==> config.mk <==
export PLATFORM = sky130hd
export DESIGN_NAME = master_biu
export DESIGN_NICKNAME = d
export VERILOG_FILES = /design/src/rtl/master_biu_pkg.sv /design/src/rtl/master_biu_beat_ctr.sv /design/src/rtl/master_biu.sv
export SDC_FILE = /design/constraint.sdc
export NUM_CORES = 1
export LEC_CHECK = 0
export CAP_MARGIN = 10
export CORE_AREA = 2 2 138 140
export CTS_CLUSTER_DIAMETER = 100
export DETAILED_ROUTE_END_ITERATION = 7
export DIE_AREA = 0 0 140 142
export RECOVER_POWER = 50
export SYNTH_ARGS = -nofsm -noshare
export SYNTH_HDL_FRONTEND = slang
export SYNTH_SLANG_ARGS = --single-unit
==> constraint.sdc <==
create_clock -name clk -period 4.9 [get_ports clk]
set_clock_uncertainty 0.15 [all_clocks]
set_input_delay 0.98 -clock clk [delete_from_list [all_inputs] [get_ports clk]]
set_output_delay 0.98 -clock clk [all_outputs]
set_load 0.03 [all_outputs]
==> src/rtl/master_biu_pkg.sv <==
// master_biu_pkg: shared types and constants for the master bus interface unit.
//   state_e     FSM states (IDLE, REQ, XFER, DONE)
//   size_e      request/bus transfer size codes
//   CTRL_*      bit positions inside the 9-bit bus Control word
//   size_incr   byte increment applied to Address per completed beat
//   ctrl_word   assembles a Control word from its fields
package master_biu_pkg;

  typedef enum logic [1:0] {
    ST_IDLE,
    ST_REQ,
    ST_XFER,
    ST_DONE
  } state_e;

  typedef enum logic [1:0] {
    SIZE_BYTE    = 2'b00,
    SIZE_HALF    = 2'b01,
    SIZE_WORD    = 2'b10,
    SIZE_ILLEGAL = 2'b11
  } size_e;

  localparam int unsigned CTRL_W      = 9;
  localparam int unsigned CTRL_VALID  = 8;
  localparam int unsigned CTRL_BUSY   = 7;
  localparam int unsigned CTRL_WRITE  = 6;
  localparam int unsigned CTRL_SIZE_LO = 4;
  localparam int unsigned CTRL_LEN_LO = 0;
  localparam int unsigned CTRL_LEN_W  = 4;

  function automatic logic [31:0] size_incr(input logic [1:0] size);
    return 32'd1 << size;
  endfunction

  function automatic logic [CTRL_W-1:0] ctrl_word(input logic busy, input logic write,
                                                  input logic [1:0] size,
                                                  input logic [CTRL_LEN_W-1:0] len);
    logic [CTRL_W-1:0] c;
    c = '0;
    c[CTRL_VALID]                    = 1'b1;
    c[CTRL_BUSY]                     = busy;
    c[CTRL_WRITE]                    = write;
    c[CTRL_SIZE_LO +: 2]             = size;
    c[CTRL_LEN_LO +: CTRL_LEN_W]     = len;
    return c;
  endfunction

endpackage

==> src/rtl/master_biu_beat_ctr.sv <==
// master_biu_beat_ctr: per-transaction beat counter and address incrementer.
//   clk, reset   clock / synchronous active-high reset
//   load         latch start address, size and length; clear beat count
//   load_addr    start byte address
//   load_size    transfer size code (selects the address increment)
//   load_len     beats minus 1
//   step         one beat completed: advance address and count
//   addr         current beat address (wraps modulo 2^32)
//   last         current beat is the final one of the burst
module master_biu_beat_ctr
  import master_biu_pkg::*;
#(
  parameter int unsigned LEN_W = 4
) (
  input  logic             clk,
  input  logic             reset,
  input  logic             load,
  input  logic [31:0]      load_addr,
  input  logic [1:0]       load_size,
  input  logic [LEN_W-1:0] load_len,
  input  logic             step,
  output logic [31:0]      addr,
  output logic             last
);

  logic [1:0]       size_q;
  logic [LEN_W-1:0] len_q;
  logic [LEN_W-1:0] cnt;

  always_ff @(posedge clk) begin
    if (reset) begin
      addr   <= '0;
      size_q <= '0;
      len_q  <= '0;
      cnt    <= '0;
    end else if (load) begin
      addr   <= load_addr;
      size_q <= load_size;
      len_q  <= load_len;
      cnt    <= '0;
    end else if (step) begin
      addr <= addr + size_incr(size_q);
      cnt  <= cnt + 1'b1;
    end
  end

  assign last = (cnt == len_q);

endmodule

==> src/rtl/master_biu.sv <==
// master_biu: master-side bus interface unit feeding the SDRAM slave BIU.
// Accepts single/burst read/write requests, drives Address/DataIn/Control/en,
// paces beats on Ready and returns read data plus done/err status.
//   Requester side: req_valid/req_ready/req_write/req_addr/req_size/req_len,
//                   wr_data/wr_ready, rd_data/rd_valid, done/err
//   Bus side:       Address, DataIn, Control[8:0], en (out); DataOut, Ready (in)
//   Control = {valid, busy, write, size[1:0], len[3:0]}
// Optional build macro MASTER_BIU_TIMEOUT_EN: aborts XFER with err after
// TIMEOUT_CYCLES consecutive cycles without Ready (parameter exists only then).
module master_biu
  import master_biu_pkg::*;
#(
`ifdef MASTER_BIU_TIMEOUT_EN
  parameter int unsigned TIMEOUT_CYCLES = 64,
`endif
  parameter int unsigned MAX_LEN_LOG2 = 4
) (
  input  logic                    clk,
  input  logic                    reset,
  input  logic                    req_valid,
  output logic                    req_ready,
  input  logic                    req_write,
  input  logic [31:0]             req_addr,
  input  logic [1:0]              req_size,
  input  logic [MAX_LEN_LOG2-1:0] req_len,
  input  logic [31:0]             wr_data,
  output logic                    wr_ready,
  output logic [31:0]             rd_data,
  output logic                    rd_valid,
  output logic                    done,
  output logic                    err,
  output logic [31:0]             Address,
  output logic [31:0]             DataIn,
  output logic [CTRL_W-1:0]       Control,
  output logic                    en,
  input  logic [31:0]             DataOut,
  input  logic                    Ready
);

  state_e      state;
  logic        wr_q;
  logic        accept;
  logic        beat_step;
  logic        beat_last;
  logic [31:0] beat_addr;
  logic        tmo_hit;

  assign accept    = (state == ST_IDLE) && req_valid;
  assign beat_step = (state == ST_XFER) && Ready;

  master_biu_beat_ctr #(
    .LEN_W (MAX_LEN_LOG2)
  ) u_beat_ctr (
    .clk       (clk),
    .reset     (reset),
    .load      (accept),
    .load_addr (req_addr),
    .load_size (req_size),
    .load_len  (req_len),
    .step      (beat_step),
    .addr      (beat_addr),
    .last      (beat_last)
  );

`ifdef MASTER_BIU_TIMEOUT_EN
  localparam int unsigned TMO_W = $clog2(TIMEOUT_CYCLES + 1);
  logic [TMO_W-1:0] tmo_cnt;

  // Counts consecutive Ready-low XFER cycles; zero on XFER entry and on Ready.
  always_ff @(posedge clk) begin
    if (reset || (state != ST_XFER) || Ready) tmo_cnt <= '0;
    else                                      tmo_cnt <= tmo_cnt + 1'b1;
  end

  assign tmo_hit = (state == ST_XFER) && !Ready &&
                   (tmo_cnt == TMO_W'(TIMEOUT_CYCLES - 1));
`else
  assign tmo_hit = 1'b0;
`endif

  // Write data passes straight through so a beat presented right after
  // wr_ready is on the bus in the same cycle, allowing Ready every cycle.
  assign DataIn   = (en && wr_q) ? wr_data : '0;
  assign Address  = en ? beat_addr : '0;
  assign wr_ready = beat_step && wr_q;

  always_ff @(posedge clk) begin
    if (reset) begin
      state     <= ST_IDLE;
      req_ready <= 1'b1;
      en        <= 1'b0;
      Control   <= '0;
      done      <= 1'b0;
      err       <= 1'b0;
      rd_valid  <= 1'b0;
      rd_data   <= '0;
      wr_q      <= 1'b0;
    end else begin
      done     <= 1'b0;
      err      <= 1'b0;
      rd_valid <= 1'b0;
      case (state)
        ST_IDLE: begin
          if (req_valid) begin
            req_ready <= 1'b0;
            wr_q      <= req_write;
            if (req_size == SIZE_ILLEGAL) begin
              state <= ST_DONE;
              done  <= 1'b1;
              err   <= 1'b1;
            end else begin
              state   <= ST_REQ;
              en      <= 1'b1;
              Control <= ctrl_word(1'b0, req_write, req_size, CTRL_LEN_W'(req_len));
            end
          end
        end
        ST_REQ: begin
          state              <= ST_XFER;
          Control[CTRL_BUSY] <= 1'b1;
        end
        ST_XFER: begin
          if (Ready) begin
            if (!wr_q) begin
              rd_valid <= 1'b1;
              rd_data  <= DataOut;
            end
            if (beat_last) begin
              state   <= ST_DONE;
              en      <= 1'b0;
              Control <= '0;
              done    <= 1'b1;
            end
          end else if (tmo_hit) begin
            state   <= ST_DONE;
            en      <= 1'b0;
            Control <= '0;
            done    <= 1'b1;
            err     <= 1'b1;
          end
        end
        ST_DONE: begin
          state     <= ST_IDLE;
          req_ready <= 1'b1;
        end
        default: state <= ST_IDLE;
      endcase
    end
  end

endmodule

==> results.yml, run 1 <==
status:
  run_status: "finished, violations left"
  failed_checks: "design-rule violations, max-capacitance violations, max-slew violations"
clock_tree:
  numCtsBuffers: 9
  cts_repair_resize_count: 0
  cts_sink_count: 90
  clock_latency_on_the_worst_skew_pair_ns: 0.34
  clk_path_buf_depth: 2
  cts_tree: "built"
  ctsHoldBuffers: 0
  cts.clk_slew.worst_paths_ns: 0.07
  root_buffer: "clkbuf_16"
  clock_tree.htree_level_count: 3
  cts_post_setup_buffers_inserted: 0
final_layout:
  fin_nets: 879
  sequential_cell_area_um2: 1803
  commonest_cells_after_routing_fill_and_taps_aside: "clkdlybuf4s50_1 (169), nand2_1 (105), dfxtp_1 (89)"
  area_growth_syn_to_layout_pct: 58.91
  n_fill_cell: 1907
  layout.cells.most_common: "clkdlybuf4s50_1"
  drive_above_1_share_pct: 4.694
  multi_input_comb_area_um2: 2535
routing:
  finalWirelength_um: 14380
  drc: 46
  post_drt_wl_per_cell_um: 14.35
  detail_route.iter0.violations: 205
  drt_pre_antenna_iters: 8
  post_drt_via_cell_ratio: 4.535
  num_vias: 4544
  route.antenna.remaining_nets: 0
sta:
  grt_setup_unrepaired: "no"
  worst_slew_pin_slew_ns: 1.700
  layout_min_cycle_time_ns: 3.670
  hold_viol: 0
  totalNegativeSetupSlack_ns: 0
  final.hold.worst_slack_ns: 0.2974
  slew_viol_final: 86
  fmax_ghz: 0.2725
  max_slew_margin_pct: -13.59
  setup_viol: 0
  period_share_pct: 74.90
synthesis:
  synth_top_cell_by_area: "dfxtp_1"
  distinct_cell_type_count_of_the_synthesized_netlist: 46
  synthFlopType: "dfxtp_1"
  synth_area_um2: 4531
  synth_edf_count: 0
  synthesized_instance_count: 572
  synthesized_flop_and_latch_total: 90
  number_of_warning_messages_in_the_yosys_log: 0
  synthDominantCellAreaShare_pct: 39.77
  syn_nets: 689
  synth-async-reset-ratio_pct: 0
  ys_seq_area_share_pct: 39.77
  synth.avg_cell_area_um2: 7.921
  netlist_top_cells_area: "dfxtp_1 (40%), nand2_1 (8.7%), a21oi_1 (6.2%)"
power_and_ir_drop:
  vdd_drop_max_mv: 0.1759
  p_leak_nw: 2.815
  p_per_cell_area_nw_per_um2: 379.6
global_routing:
  grt_start_max_net_pins: 69
  globalRoute.totalOverflow: 0
  antenna_found_initial: 0
  groute.layer.met2.usage_pct: 23.96
  grt_util_met1_pct: 18.06
  met3_usage_pct: 4.711
  global_route_wire_length_before_repair_um: 22970
  grtUsageTotal_pct: 14.34
  first_global_vias: 4457
  grt_busiest_layer: "met2"
placement:
  place.detailed.hpwl_um: 10240
  portBuffers: 217
  global_placement_routability_congestion: 0.7465
min_path:
  hold_class: "flop to flop"
worst_setup_path:
  critical_path_required_time_ns: 3.77
  worstPathMaxFanout: 6
  critical_path_arrival_ns: 2.54
  setup.worst_path.start_class: "input port"
  timing.critical_path.to_type: "output port"
  critical_path_class: "input port to output port"
floorplan:
  fp.dieArea_um2: 19880
  design.core.area_um2: 18460
  initial_core_util_pct: 24.55
  die_h_um: 142
  number_of_core_rows: 50
  chipWidth_um: 140
  num_io_pins: 218
job:
  maxCapViolCount: 2
-- area by class of cell --
cell class / instances / area share [%]
clock inverters: 6 / 1.234
flip-flops and latches: 90 / 25.04
repair buffers: 223 / 30.67
well taps: 234 / 4.067
multi-input cells: 430 / 35.21
diodes: 1 / 0.03476
inverters: 8 / 0.4171
clock buffers: 10 / 3.319
-- path summary, 6_finish.rpt --
| path | start | endpoint | slack (ns) | depth (start not counted) |
|---|---|---|---|---|
| max | Ready | wr_ready | 1.23 | 3 |
| min | Control[5] | Control[5] | 0.30 | 2 |
| max reg2reg | state[0] | rd_data[13] | 1.72 | 7 |
| min reg2reg | Control[5] | Control[5] | 0.30 | 2 |
-- report_power, final --
part           switching [mW]  leakage [nW]  internal [mW]
Clock                   0.307         0.160          0.463
Sequential              0.157         0.736          0.864
Combinational           0.537          1.92          0.405
-- cell usage after synthesis, types with 11 or more instances --
library cell  instances
dfxtp_1              90
nand4_1              11
clkbuf_1             41
nand3_1              13
nor2_1               41
nand2_1             105
and3_1               35
a21oi_1              56
a211oi_1             28
and2_1               38
xor2_1               25
-- worst max-delay path: stages --
cell	delay, ns
dlygate4sd3_1	0.69
and3_1	0.20
clkdlybuf4s50_1	0.67
-- stage by stage --
stage / cells / util [%] / power (mW) / area [um2] / setup slack (ns)
after floorplan: 572 / - / 1.614 / 4531 / 2.393
after global placement: 985 / 37.25 / 2.003 / 6875 / 1.292
after detailed placement: 985 / 37.25 / 2.006 / 6875 / 1.292
after CTS: 1001 / 39.03 / 2.792 / 7203 / 1.284
after global routing: 1001 / 39.00 / 2.921 / 7197 / 0.9767
final: 1002 / 39.01 / 2.733 / 7199 / 1.230
-- kinds of logic (layout without fill, tap and decap cells) --
group / after synthesis / in the layout / share of synthesized area [%]
multiplexers: 2 / 2 / 0.4419
buffers and inverters: 52 / 247 / 4.446
XOR/XNOR: 34 / 34 / 6.573
AO/OA/AOI/OAI: 103 / 103 / 14.11
other: 0 / 1 / 0
flip-flops: 90 / 90 / 39.77
AND/OR/NAND/NOR: 281 / 281 / 31.73
adder cells (fa/ha/maj): 10 / 10 / 2.927
-- sequential cells by signal, summed over array words and instances (netlist names) --
name               cells
rd_data               32
u_beat_ctr.addr       32
Control                8
u_beat_ctr.cnt         4
u_beat_ctr.len_q       4
state                  2
u_beat_ctr.size_q      2
done                   1
en                     1
err                    1
rd_valid               1
req_ready              1
wr_q                   1
-- layer usage --
layer  wire length, um  share of wire (%)
met4               115               0.80
met2              6579                 46
met3              1195                8.3
met5                 0                  0
met1              6486                 45
(Power assumes the default switching activity.)
==> inputs of run 2 (changes only) <==
- clock period: 4.9 -> 3.85 ns (I/O delays scaled with it)
==> results.yml, run 2 (synthesized netlist as in run 1, its figures left out) <==
floorplan:
  initial_core_util_pct: 24.55
  die_h_um: 142
  design.core.area_um2: 18460
  number_of_core_rows: 50
  fp.dieArea_um2: 19880
  num_io_pins: 218
  chipWidth_um: 140
worst_setup_path:
  critical_path.top_delay_family: "buffers and inverters"
  largest_stage_delay_on_the_critical_path_ns: 0.70
  critical_path_class: "input port to output port"
  cp_slowest_cell: "dlygate4sd3_1"
  crit_path_cell_trace: "dlygate4sd3_1, and3_1, clkdlybuf4s50_1"
  setup.worst_path.start_class: "input port"
  worstPathMaxFanout: 6
  timing.critical_path.to_type: "output port"
  critical_path.n_buffers_inverters: 2
  critical_path_required_time_ns: 2.93
  critical_path_arrival_ns: 2.34
clock_tree:
  clk_path_buf_depth: 2
  cts_sink_count: 90
  ctsHoldBuffers: 0
  root_buffer: "clkbuf_16"
  cts_repair_resize_count: 0
  cts_tree: "built"
  cts.clk_slew.worst_paths_ns: 0.07
  numCtsBuffers: 9
  clock_tree.htree_level_count: 3
  cts_post_setup_buffers_inserted: 0
  clock_latency_on_the_worst_skew_pair_ns: 0.34
final_layout:
  finalCoreUtilization_pct: 39.22
  final_area_um2: 7238
  fin_nets: 883
  largest_registers_in_the_final_layout: "rd_data (32), u_beat_ctr.addr (32), Control (8)"
  layout.cells.most_common: "clkdlybuf4s50_1"
  diode_insertion_count_for_antenna_repair: 0
  area_growth_syn_to_layout_pct: 59.76
  drive_above_1_share_pct: 5.195
  commonest_cells_after_routing_fill_and_taps_aside: "clkdlybuf4s50_1 (170), nand2_1 (105), dfxtp_1 (89)"
sta:
  max_slew_margin_pct: 7.320
  grt_setup_unrepaired: "no"
  setup_viol: 0
  slew_viol_final: 0
  period_share_pct: 84.74
  hold_viol: 0
  layout_min_cycle_time_ns: 3.263
  fmax_ghz: 0.3065
  totalNegativeSetupSlack_ns: 0
  worst_slew_pin_slew_ns: 1.387
routing:
  drt_pre_antenna_iters: 8
  route.antenna.remaining_nets: 0
  post_drt_via_cell_ratio: 4.510
  num_vias: 4528
  drc: 23
  post_drt_wl_per_cell_um: 14.03
  finalWirelength_um: 14090
  detail_route.iter0.violations: 234
power_and_ir_drop:
  p_leak_nw: 2.830
  total_power_mw: 3.462
  vdd_drop_max_mv: 0.2111
  p_per_cell_area_nw_per_um2: 478.3
placement:
  placed_area_um2: 6930
  place.detailed.hpwl_um: 10270
  global_placement_routability_congestion: 0.7462
  portBuffers: 217
global_routing:
  grt_start_max_net_pins: 59
  first_global_vias: 4461
  antenna_found_initial: 1
  global_route_wire_length_before_repair_um: 22790
  grtUsageTotal_pct: 14.10
  globalRoute.totalOverflow: 0
min_path:
  hold_class: "flop to flop"
job:
  maxCapViolCount: 0
status:
  run_status: "finished, violations left"
  failed_checks: "design-rule violations"
[run 2: changes by cell type in the layout (fill, tap and decap cells not counted), sizes merged]
cell	change
buf	+3
clkdlybuf4s50	+1
clkinv	-1
clkinvlp	+1
diode	-1
dlygate4sd3	-1
[run 2: path summary, 6_finish.rpt]
path / startpoint / to / slack (ns) / cells after the start
hold reg to reg: Control[5] / Control[5] / 0.30 / 2
hold / removal: Control[5] / Control[5] / 0.30 / 2
setup reg to reg: state[0] / u_beat_ctr.addr[0] / 1.01 / 6
setup / recovery: Ready / wr_ready / 0.59 / 3
[run 2: final cells by class]
cell class	instances	area [um2]
Fill cell	1926	11220
Multi-Input combinational cell	430	2535
Timing Repair Buffer	227	2261
Sequential cell	90	1803
Tap cell	234	292.8
Clock buffer	9	225.2
Clock inverter	6	91.34
Inverter	8	30.03
[run 2: layer usage]
metal,wire length [um],up-vias,part of all wire [%],GRT usage [%]
met2,6373,145,45,23.23
li1,-,2338,-,-
met1,6403,2031,45,17.74
met5,13,-,0.092,0
met3,1143,12,8.1,4.980
met4,152,2,1.1,3.402
[run 2: power breakdown]
group,switching (mW),internal [mW]
sequential,0.174,1.10
combinational,0.709,0.529
clock,0.381,0.569
[run 2: tightest hold or removal path, cell delays in order, from the launching register on]
cell     delay (ns)
dfxtp_1        0.31
nand2_1        0.05
a21oi_1        0.05
[run 2: per-stage QoR]
step	setup WS (ns)	hold WS [ns]	std cells
finish	0.5874	0.2956	1004
global route	0.5233	0.3168	1004
CTS	0.6474	0.3050	1004
detailed placement	0.6520	0.2971	989
global placement	0.6723	0.2911	989
floorplan	1.553	0.2978	572
